[config.mk]
export PLATFORM = sky130hd
export DESIGN_NAME = regfile_sb
export DESIGN_NICKNAME = d
export VERILOG_FILES = /design/src/rtl/regfile_pkg.sv /design/src/rtl/regfile_scoreboard.sv /design/src/rtl/regfile_sb.sv
export SDC_FILE = /design/constraint.sdc
export NUM_CORES = 1
export LEC_CHECK = 0
export ABC_AREA = 1
export CELL_PAD_IN_SITES_DETAIL_PLACEMENT = 0
export CELL_PAD_IN_SITES_GLOBAL_PLACEMENT = 1
export CORE_UTILIZATION = 39
export DETAILED_ROUTE_END_ITERATION = 10
export GPL_TIMING_DRIVEN = 0
export HOLD_SLACK_MARGIN = 0.15
export PLACE_DENSITY_LB_ADDON = 0.1
export REMOVE_ABC_BUFFERS = 1
export SYNTH_ARGS = -nofsm -noshare
export SYNTH_HDL_FRONTEND = slang
export SYNTH_SLANG_ARGS = --single-unit
[constraint.sdc]
create_clock -name clk -period 1.6 [get_ports clk]
set_input_delay 0.32 -clock clk [delete_from_list [all_inputs] [get_ports clk]]
set_output_delay 0.32 -clock clk [all_outputs]
set_load 0.1 [all_outputs]
[src/rtl/regfile_pkg.sv]
// regfile_pkg: shared defaults and typedefs for the scoreboarded register file.
// Optional write-through bypass is enabled by defining REGFILE_BYPASS_EN.
package regfile_pkg;

  localparam int DEF_DATA_W   = 16;
  localparam int DEF_NUM_REGS = 8;
  localparam int DEF_ADDR_W   = $clog2(DEF_NUM_REGS);
  localparam int PC_IDX       = DEF_NUM_REGS - 1;

  typedef logic [DEF_ADDR_W-1:0] reg_addr_t;
  typedef logic [DEF_DATA_W-1:0] reg_data_t;

endpackage

[src/rtl/regfile_scoreboard.sv]
// regfile_scoreboard: pending-write busy bits set at issue, cleared at
// writeback or flush.
module regfile_scoreboard
  import regfile_pkg::*;
#(
  parameter int NUM_REGS = DEF_NUM_REGS,
  localparam int ADDR_W = $clog2(NUM_REGS)
) (
  input  logic              clk,
  input  logic              rst,
  input  logic              iss_en,
  input  logic [ADDR_W-1:0] iss_rd,
  input  logic              write_en,
  input  logic [ADDR_W-1:0] wr,
  input  logic              flush,
  output logic [NUM_REGS-1:0] busy
);

  always_ff @(posedge clk) begin
    if (rst || flush) begin
      busy <= '0;
    end else begin
      for (int i = 0; i < NUM_REGS; i++) begin
        // a newer producer supersedes the retiring one
        if (iss_en && iss_rd == ADDR_W'(i))
          busy[i] <= 1'b1;
        else if (write_en && wr == ADDR_W'(i))
          busy[i] <= 1'b0;
      end
    end
  end

endmodule

[src/rtl/regfile_sb.sv]
// regfile_sb: 2R/1W register file with PC write port and RAW scoreboard.
// Define REGFILE_BYPASS_EN for same-cycle write-through on the read ports.
module regfile_sb
  import regfile_pkg::*;
#(
  parameter int DATA_W   = DEF_DATA_W,
  parameter int NUM_REGS = DEF_NUM_REGS,
  localparam int ADDR_W  = $clog2(NUM_REGS),
  parameter int PC_IDX   = NUM_REGS - 1
) (
  input  logic                clk,
  input  logic                rst,
  input  logic [ADDR_W-1:0]   sr1,
  input  logic [ADDR_W-1:0]   sr2,
  output logic [DATA_W-1:0]   data_out1,
  output logic [DATA_W-1:0]   data_out2,
  input  logic [ADDR_W-1:0]   wr,
  input  logic [DATA_W-1:0]   data_in,
  input  logic                write_en,
  input  logic [DATA_W-1:0]   pc_in,
  input  logic                pc_en,
  input  logic                iss_en,
  input  logic [ADDR_W-1:0]   iss_rd,
  input  logic                flush,
  output logic                hazard1,
  output logic                hazard2,
  output logic [NUM_REGS-1:0] busy
);

  logic [DATA_W-1:0] regs [NUM_REGS];

  for (genvar g = 0; g < NUM_REGS; g++) begin : g_reg
    logic              gen_we;
    logic              pc_we;
    logic [DATA_W-1:0] q;

    assign gen_we = write_en && (wr == ADDR_W'(g));
    if (g == PC_IDX) begin : g_pc
      assign pc_we = pc_en;
    end else begin : g_nopc
      assign pc_we = 1'b0;
    end

    // general writeback wins over the PC port
    always_ff @(posedge clk) begin
      if (rst)
        q <= '0;
      else if (gen_we)
        q <= data_in;
      else if (pc_we)
        q <= pc_in;
    end

    assign regs[g] = q;
  end

  regfile_scoreboard #(
    .NUM_REGS (NUM_REGS)
  ) u_sb (
    .clk      (clk),
    .rst      (rst),
    .iss_en   (iss_en),
    .iss_rd   (iss_rd),
    .write_en (write_en),
    .wr       (wr),
    .flush    (flush),
    .busy     (busy)
  );

`ifdef REGFILE_BYPASS_EN
  logic byp1;
  logic byp2;

  assign byp1      = write_en && (wr == sr1);
  assign byp2      = write_en && (wr == sr2);
  assign data_out1 = byp1 ? data_in : regs[sr1];
  assign data_out2 = byp2 ? data_in : regs[sr2];
  assign hazard1   = busy[sr1] && !byp1;
  assign hazard2   = busy[sr2] && !byp2;
`else
  assign data_out1 = regs[sr1];
  assign data_out2 = regs[sr2];
  assign hazard1   = busy[sr1];
  assign hazard2   = busy[sr2];
`endif

endmodule

---- Word level (Yosys, flattened, before mapping) ----
Cells that the tools add are included.
Widths: inputs -> output; s select.
word-level totals
  bits in registers ....................... 136
  bits of input ports ..................... 50
  output and inout port bits .............. 42
  logic and storage cells ................. 92
cells by class
  $lt $le $gt $ge ......................... 4
  eq/ne operators ......................... 14
  multiplexer cells ....................... 28
  bitwise logic cells ..................... 2
  reductions and logical operators ........ 28
operator list
  kind                count
  $bmux 16 s3         2
  $mux 16             6
  $eq 3x3->1 const B  8
  $mux 1              18
  $reduce_bool 2->1   9
  $logic_and 1x1->1   16
  $eq 3x2->1 const B  4
  $ge 4x4->1 const B  2
  $lt 3x4->1 const B  2
  $not 3->4           2
  $bmux 1 s3          2
  $eq 3x1->1 const B  2
  $logic_not 3->1     2
  $logic_or 1x1->1    1

---- Logic depth before layout (Yosys ltp) ----
Gate-level depths: netlist (run 1).
  depth in word-level cells ............... 4
  mapped depth ............................ 9
  mapped depth without buffers ............ 7

---- Cells and area by module ----
Synthesis (run 1) repeated with hierarchy kept, for this count alone.
unflattened totals
  cells, all modules ...................... 1,493
  area, all modules ....................... 8,384.3 um^2
modules (own cells, without submodules)
  module              instances  cells an instance  area each (um^2)  seq. area each (um^2)
  regfile_sb          1          1,430              7,963.9           2,562.5
  regfile_scoreboard  1          63                 420.4             160.2

---- Least setup slack after synthesis (run 1) ----
Ideal clock, no wire load.
  path type ............................... register to output
  start ................................... register u_sb.busy[3]
  end ..................................... output port hazard1
  arrival time ............................ 1,982 ps
  required time ........................... 1,280 ps
  setup slack ............................. -702 ps
  stages on the path, launching flop included .. 7
  buffers on the path ..................... 0
  cell sequence ........................... dfxtp_1 > inv_1 > nand2_1 > nand3_1 > nand2_1 > nand2_1 > nand2_1
between the ends
  longest elaborated chain between the ends .. 2
RTL lines
  what                              RTL line                  text
  start: declaration                regfile_scoreboard.sv:16  output logic [NUM_REGS-1:0] busy
  start signal: assignment          regfile_scoreboard.sv:21  busy <= '0;
  start signal: indexed assignment  regfile_scoreboard.sv:26  busy[i] <= 1'b1;
  start signal: indexed assignment  regfile_scoreboard.sv:28  busy[i] <= 1'b0;
  $bmux 1 s3                        regfile_sb.sv:83          assign hazard1 = busy[sr1];
  $mux 1 (not written as such)      regfile_sb.sv:83
  end: declaration                  regfile_sb.sv:25          output logic hazard1,
Every way passes these cells. The select of a mux whose other input is x is not followed.

---- Worst setup path after layout (run 1) ----
  start ................................... register g_reg[1].q[10]
  end ..................................... output port data_out1[10]
between the ends
  longest elaborated chain between the ends .. 3
RTL lines
  what                                        RTL line          text
  start: declaration                          regfile_sb.sv:35  logic [DATA_W-1:0] q;
  start signal: assignment                    regfile_sb.sv:49  q <= data_in;
  start signal: assignment                    regfile_sb.sv:51  q <= pc_in;
  $bmux 16 s3                                 regfile_sb.sv:81  assign data_out1 = regs[sr1];
  $mux 16 (not written as such) (2 in a row)  regfile_sb.sv:81
  end: declaration                            regfile_sb.sv:15  output logic [DATA_W-1:0] data_out1,
Every way passes these cells. The select of a mux whose other input is x is not followed.

==> results.md, run 1 <==
Pwr:
- The leakage power of the design is about 5.4 nW.
- IR analysis of the VDD net gives a maximum drop of 0.6913 mV.
- Power spread over the standard cell area amounts to 939.1 nW/um2.

Outcome:
- The checks that failed: negative setup slack.
- The run finished, with violations left.

Synth:
- The area share of the largest cell type after synthesis is 33.13%.
- The synthesized area is roughly 8200 um2.
- The netlist uses 24 different library cells.
- Counting flops with an async set or reset pin after synthesis yields a share of 0%.
- The number of enable-type register cells in the synthesized netlist is 0.
- The mean instance size in the synthesized netlist is 5.703 um2.
- The total number of yosys warnings is 0.
- The number of synthesized register bits is 136.
- Yosys attributes the largest share of cell area to sky130_fd_sc_hd__dfxtp_1 33%, sky130_fd_sc_hd__nand2_1 23%, sky130_fd_sc_hd__nand3_1 9.3%, sky130_fd_sc_hd__nor2_1 9.0%, sky130_fd_sc_hd__inv_1 7.4%.
- The main flop type after synthesis is sky130_fd_sc_hd__dfxtp_1.
- The post-synthesis sequential area ratio is roughly 33%.
- Counting every instance in the synthesized netlist gives 1441.
- The cell taking the most area after synthesis is sky130_fd_sc_hd__dfxtp_1.

Clock tree:
- In this run the clock root is driven by a sky130_fd_sc_hd__clkbuf_16.
- The clock-pin transition on the worst setup and hold timing paths is ~0.060 ns.
- The buffer levels on the longest clock path is 2.
- The later pin in the worst-skew pair is clocked with a latency of about 0.42 ns.
- The CTS tree is built.
- Buffers inserted to repair hold after CTS numbered 0.
- The TritonCTS buffer count is 17.
- The tree built by TritonCTS fans out to 136 sinks.
- CTS built an H-tree with a depth of 4.

Cells and area:
- The number of filler cells placed in the layout is 2126.
- The layout cell share with drive strength beyond 1 is 32.11%.
- For this run, the post-layout net count is about 1600.
- Measured on the finished design, the core utilization comes to 55.43%.
- The area growth from synthesis to layout is 37.79%.
- 0 antenna diodes ended up in the layout.

Critical path:
- The dominant cell type by count on the critical path is sky130_fd_sc_hd__nand2_2.
- For the worst setup path, the data required time is approximately 1.3 ns.
- STA classifies the critical path startpoint as a flop.
- At the worst endpoint, the arrival time is 1.37 ns.
- The endpoint of the lowest-slack register-to-register path is g_reg[7].q[3]$_SDFFE_PP0P_.
- Along the worst path, the maximum fanout reaches 2.
- The cell depth of the worst flop-to-flop path is 3.
- The critical path goes through inv_2 > nand2_1 > nand3_2 > nand2_2 > nand2_2 > nand2_2 > buf_12.
- The biggest cell delay along the critical path is roughly 0.34 ns.
- The highest-delay cell along the critical path is sky130_fd_sc_hd__dfxtp_2.
- The reg-to-reg critical path startpoint is g_reg[7].q[3]$_SDFFE_PP0P_.
- The worst register-to-register path has a setup slack of 0.84 ns.
- The setup path with the least slack is of type flop to output port.
- The worst setup path is captured at an output port.

STA:
- The worst slack on hold paths is 0.4541 ns.
- Across all setup checks in the final design, the least slack found is -0.08811 ns.
- The headroom to the max-slew limit is between 40 and 50%.
- The highest achievable clock rate is ~590 MHz.
- Setup repair after global routing could not meet its margin everywhere.
- Setup violations remaining at the end of the flow were counted as 34.
- The number of failing hold endpoints at the final stage was 0.
- The aggregate negative setup slack is -2.099 ns.
- The total count of max-transition violations in the final report is 0.
- Across the routed clock network, the largest skew measured is 0 ns.
- For the pin with the worst max-slew slack, the measured transition is 0.8825 ns.
- The final critical path time including I/O delays and setup is 1.688 ns.
- The final period utilization is 105.5%.

Floorplanning:
- The total I/O pin count is slightly above 90.
- The starting density of the core is 40.23%.
- The core region is ~20000 um2.
- The floorplan has 52 rows.
- From bottom edge to top edge, the die measures 147.2 um.
- The width of the chip is between 100 and 150 um.
- The floorplan die area is 21660 um2.

Flow run:
- The tool flagged a number of max-cap violations equal to 0.

GRT:
- The met2 demand-to-capacity share in global routing is 50.26%.
- Entering global routing, the biggest net connects 61 pins.
- The remaining global-route overflow is 0.
- The initial antenna violation count is 0.
- In the global route stage, overall resource usage came out at 31.69%.
- The met3 track demand over resource in global routing is around 5.6%.
- The peak-usage layer in the global routing report is met2.
- For met1 alone, demand over resource in global routing was 42.95%.
- The first-pass GRT wire length is 51410 um.
- The via count of the first global-routing pass is around 8700.

Detailed routing:
- The sum of routed wire length over all layers is 33600 um.
- The total number of vias is 9349.
- The routed length per instance is about 19 um.
- The detailed-route DRC error count is 0.
- The number of vias per cell after detailed routing is between 5 and 6.
- The first routing iteration left ~710 violations.
- The count of nets left with antenna violations once routing finished came out at 0.
- The first-pass iteration count of the detailed router is 5.

Placed design:
- Routability-driven placement finished with a final weighted congestion of approximately 0.73.
- Once detailed placement completed, the half-perimeter wirelength came to 15980 um.
- The total of buffers placed on input and output ports is between 90 and 100.

Hold path:
- The number of cells traversed by the worst hold path is 2.
- For hold timing, the worst endpoint is g_reg[4].q[14]$_SDFFE_PP0P_.
- The path category of the worst min-delay check is flop to flop.
- The hold path startpoint is g_reg[4].q[14]$_SDFFE_PP0P_.
[worst max-delay path, delay by kind of cell (launching register included)]
kind | cells | cell delay, ns
flip-flops | 1 | 0.34
buffers and inverters | 2 | 0.22
AND/OR/NAND/NOR | 5 | 0.39
[cell type report]
type	instances	area, um2	area share, %
Tap cell	270	337.8	2.983
Timing Repair inverter	3	62.56	0.5525
Multi-Input combinational cell	1040	4782	42.23
Sequential cell	136	2884	25.47
Clock buffer	20	466.7	4.122
Inverter	177	808.3	7.138
Timing Repair Buffer	138	1833	16.19
Clock inverter	12	148.9	1.315
[where the power goes]
part	internal [mW]	leakage [nW]	switching (mW)
Sequential	3.54	1.17	0.0733
Clock	2.57	0.294	1.63
Combinational	0.961	3.99	1.87
Total	7.07	5.45	3.57
[layout by cell type (no fill, tap or decap), types with 2 or more instances in the layout]
master / netlist / routed
sky130_fd_sc_hd__nand2_1: 511 / 431
sky130_fd_sc_hd__dfxtp_2: 0 / 129
sky130_fd_sc_hd__nand2_4: 1 / 2
sky130_fd_sc_hd__inv_4: 1 / 2
sky130_fd_sc_hd__clkbuf_16: 0 / 17
sky130_fd_sc_hd__bufinv_16: 0 / 3
sky130_fd_sc_hd__clkinv_2: 0 / 4
sky130_fd_sc_hd__buf_16: 0 / 2
sky130_fd_sc_hd__dlygate4sd2_1: 0 / 4
sky130_fd_sc_hd__a21oi_1: 36 / 36
sky130_fd_sc_hd__nor2_4: 3 / 4
sky130_fd_sc_hd__clkinvlp_4: 0 / 5
sky130_fd_sc_hd__inv_8: 0 / 2
sky130_fd_sc_hd__nor2_1: 197 / 196
sky130_fd_sc_hd__nand2_2: 4 / 80
sky130_fd_sc_hd__clkinv_16: 0 / 3
sky130_fd_sc_hd__buf_12: 0 / 42
sky130_fd_sc_hd__clkinv_8: 0 / 2
sky130_fd_sc_hd__inv_12: 0 / 2
sky130_fd_sc_hd__nand3_2: 0 / 23
sky130_fd_sc_hd__bufbuf_16: 0 / 5
sky130_fd_sc_hd__clkdlybuf4s50_1: 0 / 38
sky130_fd_sc_hd__nand3_1: 152 / 129
sky130_fd_sc_hd__dfxtp_1: 136 / 7
sky130_fd_sc_hd__buf_6: 5 / 2
sky130_fd_sc_hd__inv_6: 0 / 2
sky130_fd_sc_hd__buf_2: 27 / 5
sky130_fd_sc_hd__nand4_4: 0 / 2
sky130_fd_sc_hd__o21ai_1: 12 / 12
sky130_fd_sc_hd__buf_4: 7 / 37
sky130_fd_sc_hd__inv_16: 0 / 2
sky130_fd_sc_hd__inv_1: 163 / 67
sky130_fd_sc_hd__o21ai_0: 116 / 116
sky130_fd_sc_hd__clkbuf_8: 0 / 3
sky130_fd_sc_hd__inv_2: 9 / 97
sky130_fd_sc_hd__nand2_8: 0 / 3
sky130_fd_sc_hd__a21oi_2: 4 / 4
[cells by family (layout without fill, tap and decap cells)]
group	count (synthesis)	in the layout	synth area share (%)
simple gates	872	872	43.07
buf+inv	265	350	13.38
flops	136	136	33.13
compound gates	168	168	10.41
[synthesized netlist by cell type (2+ instances only)]
library cell / number
sky130_fd_sc_hd__a21oi_1: 36
sky130_fd_sc_hd__a21oi_2: 4
sky130_fd_sc_hd__buf_1: 3
sky130_fd_sc_hd__buf_2: 27
sky130_fd_sc_hd__buf_4: 7
sky130_fd_sc_hd__buf_6: 5
sky130_fd_sc_hd__clkbuf_1: 42
sky130_fd_sc_hd__clkbuf_2: 4
sky130_fd_sc_hd__clkinv_1: 4
sky130_fd_sc_hd__dfxtp_1: 136
sky130_fd_sc_hd__inv_1: 163
sky130_fd_sc_hd__inv_2: 9
sky130_fd_sc_hd__nand2_1: 511
sky130_fd_sc_hd__nand2_2: 4
sky130_fd_sc_hd__nand3_1: 152
sky130_fd_sc_hd__nand4_2: 2
sky130_fd_sc_hd__nor2_1: 197
sky130_fd_sc_hd__nor2_4: 3
sky130_fd_sc_hd__o21ai_0: 116
sky130_fd_sc_hd__o21ai_1: 12
[metrics by stage]
step           power, mW  instance area, um2  setup WS, ns  instances
2_1_floorplan      5.093                7785       -0.7079       1353
3_3_place_gp       5.924                9034        -5.310       1714
3_5_place_dp       5.893                9084        -3.002       1717
4_1_cts            10.55               11010       -0.1170       1786
5_1_grt            11.01               11320       -0.1640       1796
6_report           10.63               11320      -0.08811       1796
[worst max-delay path by stage]
stage	startpoint	to	slack (ns)	cells after the start
finish	g_reg[1].q[10]$_SDFFE_PP0P_	data_out1[10]	-0.09	7
global route	g_reg[4].q[9]$_SDFFE_PP0P_	data_out1[9]	-0.16	7
CTS	g_reg[1].q[10]$_SDFFE_PP0P_	data_out1[10]	-0.12	7
detailed placement	sr1[2]	data_out1[10]	-3.00	5
global placement	sr2[0]	data_out2[4]	-5.31	8
floorplan	u_sb.busy[0]$_SDFFE_PP0P_	hazard1	-0.71	6
[flip-flops by register name (all words and copies together), names as in the netlist]
name / flops
g.q: 128
u_sb.busy: 8
[layer usage]
| layer | vias up | wire length [um] |
|---|---|---|
| li1 | 4579 | - |
| met4 | 0 | 976 |
| met2 | 422 | 15190 |
| met5 | - | 0 |
| met3 | 76 | 2687 |
| met1 | 4272 | 14740 |
[what timing repair did]
action / CTS / global route
cloned: 8 / 0
endpoints found under the setup margin: 178 / 61
setup buffers: 29 / 10
pin swaps: 119 / 92
gates resized for setup: 638 / 120
Note: power is estimated with default switching activity, not from simulation.
==> inputs of run 2 (changes only) <==
--- a/config.mk
+++ b/config.mk
@@ -8,7 +8,9 @@
 export ABC_AREA = 1
 export CELL_PAD_IN_SITES_DETAIL_PLACEMENT = 0
 export CELL_PAD_IN_SITES_GLOBAL_PLACEMENT = 1
-export CORE_UTILIZATION = 39
+export CORE_UTILIZATION = 40
+export CTS_BUF_LIST = sky130_fd_sc_hd__clkbuf_8
+export CTS_CLUSTER_DIAMETER = 120
 export DETAILED_ROUTE_END_ITERATION = 10
 export GPL_TIMING_DRIVEN = 0
 export HOLD_SLACK_MARGIN = 0.15
==> run 2 against run 1 <==
The flow finishes with violations (design-rule violations, negative setup slack). First-iteration DRC count is 2.7% higher. Register-to-register slack worse by 0.09 ns. Clock power is 34% lower. Via count is 1.7% lower. Core utilization is 0.56 points lower. Non-clock buffer count is 5 higher. Routed wire length is 4.8% lower. Clock skew stayed put. Global-route usage is 0.97 points lower. Clock-buffer cell count is 2 lower. Sequential power hardly changed. Critical endpoint is now data_out1[14]. Largest cell class unchanged. Highest routed layer unchanged.
==> results.md, run 2 (synthesis gave the netlist of run 1 again) <==
Outcome:
- The flow ran to the end, but the final reports show violations.
- The final reports fail on design-rule violations, negative setup slack.

Detailed routing:
- The sum of routed wire length over all layers is between 30000 and 40000 um.
- The first routing iteration left 732 violations.
- The detailed-route DRC error count is 1.
- After detailed routing, the average wire length per cell comes to 17.79 um.
- The pre-antenna-repair detailed-routing pass consisted of 8 iterations.
- The total number of vias is a little over 9000.
- In this run the remaining antenna-violating nets after routing total 0.
- After detailed routing, the number of vias per cell comes to 5.113.

Cells and area:
- The flip-flop count of the largest register after layout is 128.
- After the last flow step, the layout net total stands at between 1500 and 2000.
- The register with the most flip-flops in the final layout is g.q.
- The largest registers in the layout are g.q: 128 flops, u_sb.busy: 8 flops.
- The final non-filler cell area is 11070 um2.
- The area growth from synthesis to layout is 34.67%.
- The repair_antennas step left the layout with diodes totalling 0.
- In the final layout, the share of cells above drive strength 1 is 30.89%.
- The most common library cell in the layout ignoring fill and taps is sky130_fd_sc_hd__nand2_1.
- In the layout the commonest cells are 430 x sky130_fd_sc_hd__nand2_1, 196 x sky130_fd_sc_hd__nor2_1, 129 x sky130_fd_sc_hd__nand3_1, 124 x sky130_fd_sc_hd__dfxtp_2, 116 x sky130_fd_sc_hd__o21ai_0.
- Once layout is complete, the cells apart from fillers number 1798.

Hold path:
- The path category of the worst min-delay check is flop to flop.
- In this run the most critical hold path is launched from g_reg[4].q[0]$_SDFFE_PP0P_.
- The worst min-delay path endpoint is g_reg[4].q[0]$_SDFFE_PP0P_.
- The worst hold path passes through 2 cells.

STA:
- The transition at the pin with the smallest max-transition slack is 0.8900 ns.
- The total count of max-transition violations in the final report is 0.
- The final period utilization is 109.4%.
- Clock skew on the completed layout was measured at 0 ns.
- Setup repair after global routing could not meet its margin everywhere.
- For this run, the top clock speed supported by timing is 571.4 MHz.
- The final critical path time including I/O delays and setup is 1.750 ns.
- In the post-route analysis, the smallest setup slack over all paths is -0.1500 ns.
- The number of failing hold endpoints at the final stage is 0.
- Headroom to the max-slew limit came out at about two fifths.
- The setup violation total in the final timing report is 34.

Critical path:
- Measured in cells, the most critical reg-to-reg path has a length of 4.
- Across all register-to-register paths, the minimum setup slack is 0.75 ns.
- The arrival time of the worst setup path is approximately 1.4 ns.
- The worst setup path is of the primary input to output port kind.
- The worst setup path is launched from a primary input.
- The endpoint of the lowest-slack register-to-register path is g_reg[7].q[10]$_SDFFE_PP0P_.
- The critical path endpoint category is an output port.
- The maximum fanout along the worst path is 68.
- The worst path required time is 1.28 ns.
- The reg-to-reg critical path startpoint is g_reg[7].q[10]$_SDFFE_PP0P_.

GRT:
- For this run the aggregate overflow at the end of global routing stands at 0.
- The overall track demand over capacity in global routing is 30.71%.
- The initial antenna violation count is 0.
- The via count of the first global-routing pass is 8572.
- The first-pass GRT wire length is about 49000 um.
- The maximum number of pins on one net before global-route repair is 81.

Pwr:
- Registers are responsible for 39.3% of the overall power.
- The combinational share of power is a little under a third.
- The maximum VDD drop is 0.6201 mV.
- The clock network power share is 30.3%.
- Internal power comes to 5.868 mW.
- The net switching power of the design is 3.299 mW.
- The power density over the cells is 828.3 nW/um2.
- For this design the static power due to leakage is around 5.4 nW.
- The switching power share of the total is 35.98%.

Placed design:
- Port buffering added slightly above 90 buffers.
- The placed instance count is 1717.
- The final weighted congestion of routability-driven global placement is about 0.78.
- The detailed placer's ending HPWL is 16070 um.
- The cell area after placement is 9099 um2.

Floorplanning:
- The floorplan die area is 21120 um2.
- The initial utilization of the core area, before any placement, comes to just over 40%.
- 92 I/O pins were placed.
- The width of the chip is 145.3 um.
- The row count is 52.
- The chip height is 145.3 um.
- The placeable core region is roughly 20000 um2.

Flow run:
- Across the run, the number of max-cap violations was 0.

Clock tree:
- Clock-pin slew was measured on the worst setup and hold paths at 0.07 ns.
- The CTS tree is built.
- The TritonCTS buffer count is 17.
- The master cell of the clock root buffer is sky130_fd_sc_hd__clkbuf_8.
- The buffer levels on the longest clock path is 2.
- The total of hold buffers inserted after clock tree synthesis is 0.
- The insertion delay of the later-clocked pin in the worst-skew pair is between 0.4 and 0.5 ns.
- The clock drives 136 sinks.
- The number of H-tree branching levels is 4.
run 2: cell count changes in the layout (fill, tap and decap cells not counted), moves of 3 or more:
cell                             previous run  this run
sky130_fd_sc_hd__inv_2                     97        85
sky130_fd_sc_hd__dlygate4sd2_1              4         1
sky130_fd_sc_hd__dfxtp_2                  129       124
sky130_fd_sc_hd__buf_4                     37        41
sky130_fd_sc_hd__dfxtp_1                    7        12
sky130_fd_sc_hd__clkbuf_16                 17         0
sky130_fd_sc_hd__clkinvlp_4                 5         2
sky130_fd_sc_hd__clkbuf_8                   3        18
sky130_fd_sc_hd__clkinv_2                   4         7
sky130_fd_sc_hd__dlymetal6s2s_1             0         3
sky130_fd_sc_hd__buf_2                      5         0
sky130_fd_sc_hd__clkbuf_4                   1         7
sky130_fd_sc_hd__inv_1                     67        83
run 2: repair_timing:
action | in CTS | in global routing
gates cloned | 3 | 0
endpoints found under the setup margin | 178 | 118
pin swaps | 107 | 85
resized for setup | 617 | 126
buffers inserted | 32 | 14
run 2: cell type report:
type | instances | area, um2
Clock buffer | 18 | 247.7
Timing Repair Buffer | 143 | 1889
Sequential cell | 136 | 2878
Tap cell | 270 | 337.8
Multi-Input combinational cell | 1040 | 4788
Clock inverter | 14 | 117.6
Fill cell | 2069 | 9102
Inverter | 177 | 808.3
run 2: critical path, cell delays in order:
cell and delay, ns:
sky130_fd_sc_hd__buf_16 0.16, sky130_fd_sc_hd__inv_16 0.29, sky130_fd_sc_hd__nand2_1 0.09, sky130_fd_sc_hd__nand3_1 0.08, sky130_fd_sc_hd__nand2_1 0.07, sky130_fd_sc_hd__nand2_1 0.08, sky130_fd_sc_hd__nand2_2 0.09, sky130_fd_sc_hd__buf_12 0.17
run 2: layer usage:
metal  GRT usage, %  wire length [um]  vias up
li1               -                 -     4567
met1          41.46             14320     4232
met2          50.34             14880      341
met3          3.856              2000       53
met4          11.05               797        0
met5              0                 0        -
run 2: stage by stage:
step	utilization, %	setup slack, ns	total power [mW]	setup TNS [ns]	hold slack [ns]
after CTS	52.77	-0.1166	9.099	-3.119	0.4607
after detailed placement	45.11	-2.917	5.891	-226.19	0.4688
after global routing	54.87	-0.2059	9.573	-6.042	0.4732
final	54.87	-0.1500	9.167	-3.477	0.4603
after floorplan	-	-0.7079	5.093	-41.77	0.3824
after global placement	44.79	-5.295	5.918	-504.99	0.4633
run 2: power by group through the flow:
stage               logic (mW)  registers (mW)  clock network (mW)
floorplan                 1.44            3.65                   0
global placement          2.28            3.64                   0
detailed placement        2.25            3.65                   0
CTS                       2.68            3.59                2.83
global route              2.96            3.62                3.00
finish                    2.79            3.60                2.78
run 2: worst max path at each step:
stage                                    start            end  depth (start not counted)
global route         u_sb.busy[4]$_SDFFE_PP0P_        hazard1                          7
finish                                  sr1[0]  data_out1[14]                          8
floorplan            u_sb.busy[0]$_SDFFE_PP0P_        hazard1                          6
detailed placement                      sr1[2]  data_out1[14]                          5
CTS                 g_reg[4].q[7]$_SDFFE_PP0P_   data_out1[7]                          7
global placement                        sr1[0]   data_out1[7]                          8
==> inputs of run 3 (changes only) <==
--- a/config.mk
+++ b/config.mk
@@ -6,6 +6,7 @@
 export NUM_CORES = 1
 export LEC_CHECK = 0
 export ABC_AREA = 1
+export ABC_CLOCK_PERIOD_IN_PS = 1600
 export CELL_PAD_IN_SITES_DETAIL_PLACEMENT = 0
 export CELL_PAD_IN_SITES_GLOBAL_PLACEMENT = 1
 export CORE_UTILIZATION = 40
==> results of run 3 <==
Final layout, timing and power as in run 2 (identical DEF).
==> patch 1 (config.mk and constraints of run 1) <==
Build with the macro `REGFILE_BYPASS_EN` defined.
--- a/src/rtl/regfile_sb.sv
+++ b/src/rtl/regfile_sb.sv
@@ -2,2 +2,4 @@
 // Define REGFILE_BYPASS_EN for same-cycle write-through on the read ports.
+`define REGFILE_BYPASS_EN
+
 module regfile_sb
Function: changed (Yosys sat finds a counterexample within 4 cycles, from zero or initial values and one cycle with rst high).
==> patch 1 against run 1 <==
- the run still ends with setup timing left
- total power is 12% higher
- combinational power is 30% higher
- via count is 4.4% higher
- wire length is 10% higher
- clock skew stayed put
- sequential cell count stayed put
- global-route usage is 1.8 points higher
- final area is 8.7% higher
- setup slack worse by 110 ps
- area after synthesis is 1.6% lower
==> patch 1: results (changes against run 1) <==
metric,value,unit,change
M1 GR Usage,45.26,%,+2.3 points
hold slack,294.5,ps,-159.6 ps
outcome,"complete, but fails checks",,
R2R Path End,g_reg[7].q[11]$_SDFFE_PP0P_,,
share of cells above drive strength 1,40.83,%,+8.7 points
final setup fails,34,,unchanged
Total GRT Usage,33.45,%,+1.8 points
multi-input gate share of the layout cell area,43.91,%,+1.7 points
"Max stage delay cell, worst path",buf_12,,
Via density,5.709,,+9.7%
Sequential Area,2831,um2,-1.8%
GR Util met3,6.646,%,+1.1 points
violated checks,setup timing,,
post-CTS setup repair buffer count,49,,+69%
Compound-Gate Fraction of Synth Area,16.89,%,+6.5 points
largest net degree at the start of global routing,84,,+38%
CP endpoint,data_out2[11],,
violation count after the first detailed-routing iteration,948,,+33%
"Cell Area, Placed",8825,um2,-2.9%
fill cell count,1874,,-12%
Global Route met2 Usage,51.99,%,+1.7 points
Min-Delay Path Class,in2reg,,
met3 wire len,3.639,mm,+35%
nets@finish,1477,,-5.5%
Signal inverters,153,,-15%
worst vdd ir,797.1,uV,+15%
unique cell type count in the Yosys netlist,23,,-4.2%
GP Congestion,0.7496,,+2.2%
clock-cell share of area,5.579,%,+0.14 points
post-CTS sizing,635,,-0.47%
Worst Hold Launch,wr[1],,
Worst Hold End,g_reg[1].q[14]$_SDFFE_PP0P_,,
num sequential,136,,unchanged
multi-input gates,954,,-8.3%
post-DP HPWL,15.15,mm,-5.2%
wire length on met1,15.13,mm,+2.6%
Critical Path Start,sr2[0],,
worst r2r src,g_reg[7].q[11]$_SDFFE_PP0P_,,
DR WL met2,16.62,mm,+9.4%
Pleak,5.488,nW,+0.78%
Non-Filler Instances,1710,,-4.8%
final worst slack,-199.4,ps,-111.3 ps
hold path depth,4,,+2
vias in the first global route,8665,,-0.73%
Setup TNS,-5110,ps,-3011 ps
-- patch 1: cell types whose count changed after synthesis, moves of 4 or more --
| cell | before | now |
|---|---|---|
| inv_1 | 163 | 133 |
| buf_2 | 27 | 31 |
| nor2_1 | 197 | 36 |
| a21oi_1 | 36 | 136 |
| a21oi_2 | 4 | 0 |
| clkinv_1 | 4 | 0 |
| nand3_1 | 152 | 242 |
| clkbuf_1 | 42 | 60 |
| buf_1 | 3 | 8 |
| nor3_1 | 0 | 16 |
| o21ai_0 | 116 | 125 |
| nand2_1 | 511 | 375 |
-- patch 1: tightest hold or removal path, cell delays in order --
cell,delay [ps]
buf_12,100
nor2_2,60
a21oi_1,140
nor2_1,60
-- patch 1: power by group through the flow --
stage	clock (mW)	sequential, mW	combinational (mW)
after floorplan	0	3.64	1.67
after global placement	0	3.62	2.61
after detailed placement	0	3.63	2.56
after CTS	4.69	3.56	3.37
after global routing	4.85	3.59	3.84
final	4.68	3.58	3.68
==> patch 2 (settings of run 1) <==
Without the edit above. Register the inputs `pc_in`, `pc_en`, `iss_en`, `iss_rd` and `flush` before use, cleared by the reset. The logic sees them one clock later. The other inputs are not delayed to match.
--- a/src/rtl/regfile_sb.sv
+++ b/src/rtl/regfile_sb.sv
@@ -29,2 +29,24 @@
 
+  logic [DATA_W-1:0] pc_q;
+  logic pc_en_q;
+  logic iss_en_q;
+  logic [ADDR_W-1:0] iss_rd_q;
+  logic flush_q;
+
+  always_ff @(posedge clk) begin
+    if (rst) begin
+      pc_q     <= '0;
+      pc_en_q  <= '0;
+      iss_en_q <= '0;
+      iss_rd_q <= '0;
+      flush_q  <= '0;
+    end else begin
+      pc_q     <= pc_in;
+      pc_en_q  <= pc_en;
+      iss_en_q <= iss_en;
+      iss_rd_q <= iss_rd;
+      flush_q  <= flush;
+    end
+  end
+
   logic [DATA_W-1:0] regs [NUM_REGS];
@@ -38,3 +60,3 @@
     if (g == PC_IDX) begin : g_pc
-      assign pc_we = pc_en;
+      assign pc_we = pc_en_q;
     end else begin : g_nopc
@@ -50,3 +72,3 @@
       else if (pc_we)
-        q <= pc_in;
+        q <= pc_q;
     end
@@ -61,7 +83,7 @@
     .rst      (rst),
-    .iss_en   (iss_en),
-    .iss_rd   (iss_rd),
+    .iss_en   (iss_en_q),
+    .iss_rd   (iss_rd_q),
     .write_en (write_en),
     .wr       (wr),
-    .flush    (flush),
+    .flush    (flush_q),
     .busy     (busy)
Function: changed (a bounded check fails within 4 cycles, from zero or initial values and one cycle with rst high).
==> patch 2 against run 1 <==
- the run ends with DRC, setup timing left
- total power grew 7.3%
- area after synthesis grew 6.8%
- fmax shrank 0.64%
- combinational power shrank 3%
- register-to-register slack lost 630 ps
- setup slack lost 11 ps
- final area grew 3.8%
- hold slack lost 57 ps
- wire length shrank 4.5%
- sequential cell count grew 22
- non-clock buffer count shrank 10
- sequential power grew 16%
- largest cell class unchanged
- highest routed layer unchanged
==> patch 2: results (changes against run 1) <==
metric,value,unit,change
outcome,"complete, but fails checks",,
violated checks,"DRC, setup timing",,
routed via count,9333,,-0.17%
DRC,5,,+5
crit-path leading delay family,buffers and inverters,,
unique cell type count in the Yosys netlist,21,,-13%
worst vdd ir,617.2,uV,-11%
Data buffer area share,14.53,%,-1.7 points
Post-synth top cells,"nand2_1 (512), nor2_1 (219), inv_1 (186), dfxtp_1 (158), nand3_1 (152)",,
largest net degree at the start of global routing,70,,+15%
Setup TNS,-2327,ps,-228.3 ps
sw frac,32.17,%,-1.4 points
placed cell count,1793,,+4.4%
final worst slack,-98.91,ps,-10.80 ps
wire length on met1,14.91,mm,+1.1%
R2R Path End,g_reg[7].q[14]$_SDFFE_PP0P_,,
Pleak,5.639,nW,+3.5%
DR WL met2,14.59,mm,-4.0%
Total GRT Usage,27.95,%,-3.7 points
drt wl/cell,17.23,um,-7.9%
hold slack,397.4,ps,-56.64 ps
crit path max fanout,18,,+16
delay of the slowest critical-path stage,320,ps,-20 ps
final setup fails,34,,unchanged
biggest regs,"g.q: 128 flops, pc_q: 16 flops, u_sb.busy: 8 flops",,
Worst Hold End,pc_q[7]$_SDFF_PP0_,,
Reg2Reg Depth,4,,+1
Sequential Area,3324,um2,+15%
Worst Hold Launch,pc_in[7],,
multi-input gate share of the layout cell area,40.99,%,-1.2 points
"Max stage delay cell, worst path",buf_4,,
Post-Place Setup Slack,-2583,ps,+418.5 ps
register area share after synthesis,36.03,%,+2.9 points
vias in the first global route,8686,,-0.49%
"flops & latches, synth",158,,+16%
Non-Filler Instances,1863,,+3.7%
Worst R2R Setup Slack,210,ps,-630 ps
Max Clock Skew,7.099,ps,+7.099 ps
clock-cell share of area,5.459,%,+0.022 points
main area contributors after synthesis,"dfxtp_1 (36%), nand2_1 (22%), nor2_1 (9.4%), nand3_1 (8.7%), inv_1 (8.0%)",,
Min-Delay Path Class,in2reg,,
==> patch 2: changes by cell type after synthesis, sizes merged <==
cell           run 1  this run
buf               42        40
nand2            516       517
inv              173       196
nand4              2         1
dfxtp            136       158
nor2             201       223
clkbuf            46        50
==> patch 2: power by group through the flow <==
stage | Clock [mW] | Combinational (mW) | Sequential (mW)
final | 4.49 | 2.74 | 4.19
after floorplan | 0 | 1.43 | 4.25
after detailed placement | 0 | 2.21 | 4.24
after CTS | 4.55 | 2.62 | 4.18
after global routing | 4.69 | 2.93 | 4.20
after global placement | 0 | 2.26 | 4.24
==> patch 2: routing by layer <==
layer | up-vias | GRT usage, %
met5 | - | 0
met1 | 4255 | 37.88
li1 | 4726 | -
met3 | 48 | 4.022
met2 | 304 | 46.58
met4 | 0 | 7.094
==> patch 2: cells by family (layout without fill, tap and decap cells) <==
| family | after synthesis | count (layout) | synth area share [%] |
|---|---|---|---|
| AND/OR/NAND/NOR | 894 | 895 | 41.11 |
| buffers and inverters | 290 | 362 | 13.28 |
| AO/OA/AOI/OAI | 168 | 168 | 9.578 |
| flip-flops | 158 | 158 | 36.03 |
==> patch 2: worst max path at each step <==
stage / from / end / slack [ps]
after global placement: sr1[0] / data_out1[4] / -5290
after CTS: u_sb.busy[7]$_SDFFE_PP0P_ / hazard1 / -90
after global routing: g_reg[4].q[8]$_SDFFE_PP0P_ / data_out1[8] / -160
after floorplan: u_sb.busy[0]$_SDFFE_PP0P_ / hazard1 / -710
final: sr2[2] / data_out2[6] / -100
after detailed placement: sr1[2] / data_out1[6] / -2580
==> patch 2: timing repair <==
item / CTS / global route
pin swaps: 110 / 102
hold buffers: 0 / 0
endpoints found under the setup margin: 175 / 138
gates cloned: 5 / 2
buffers inserted: 16 / 15
gates resized for setup: 592 / 145
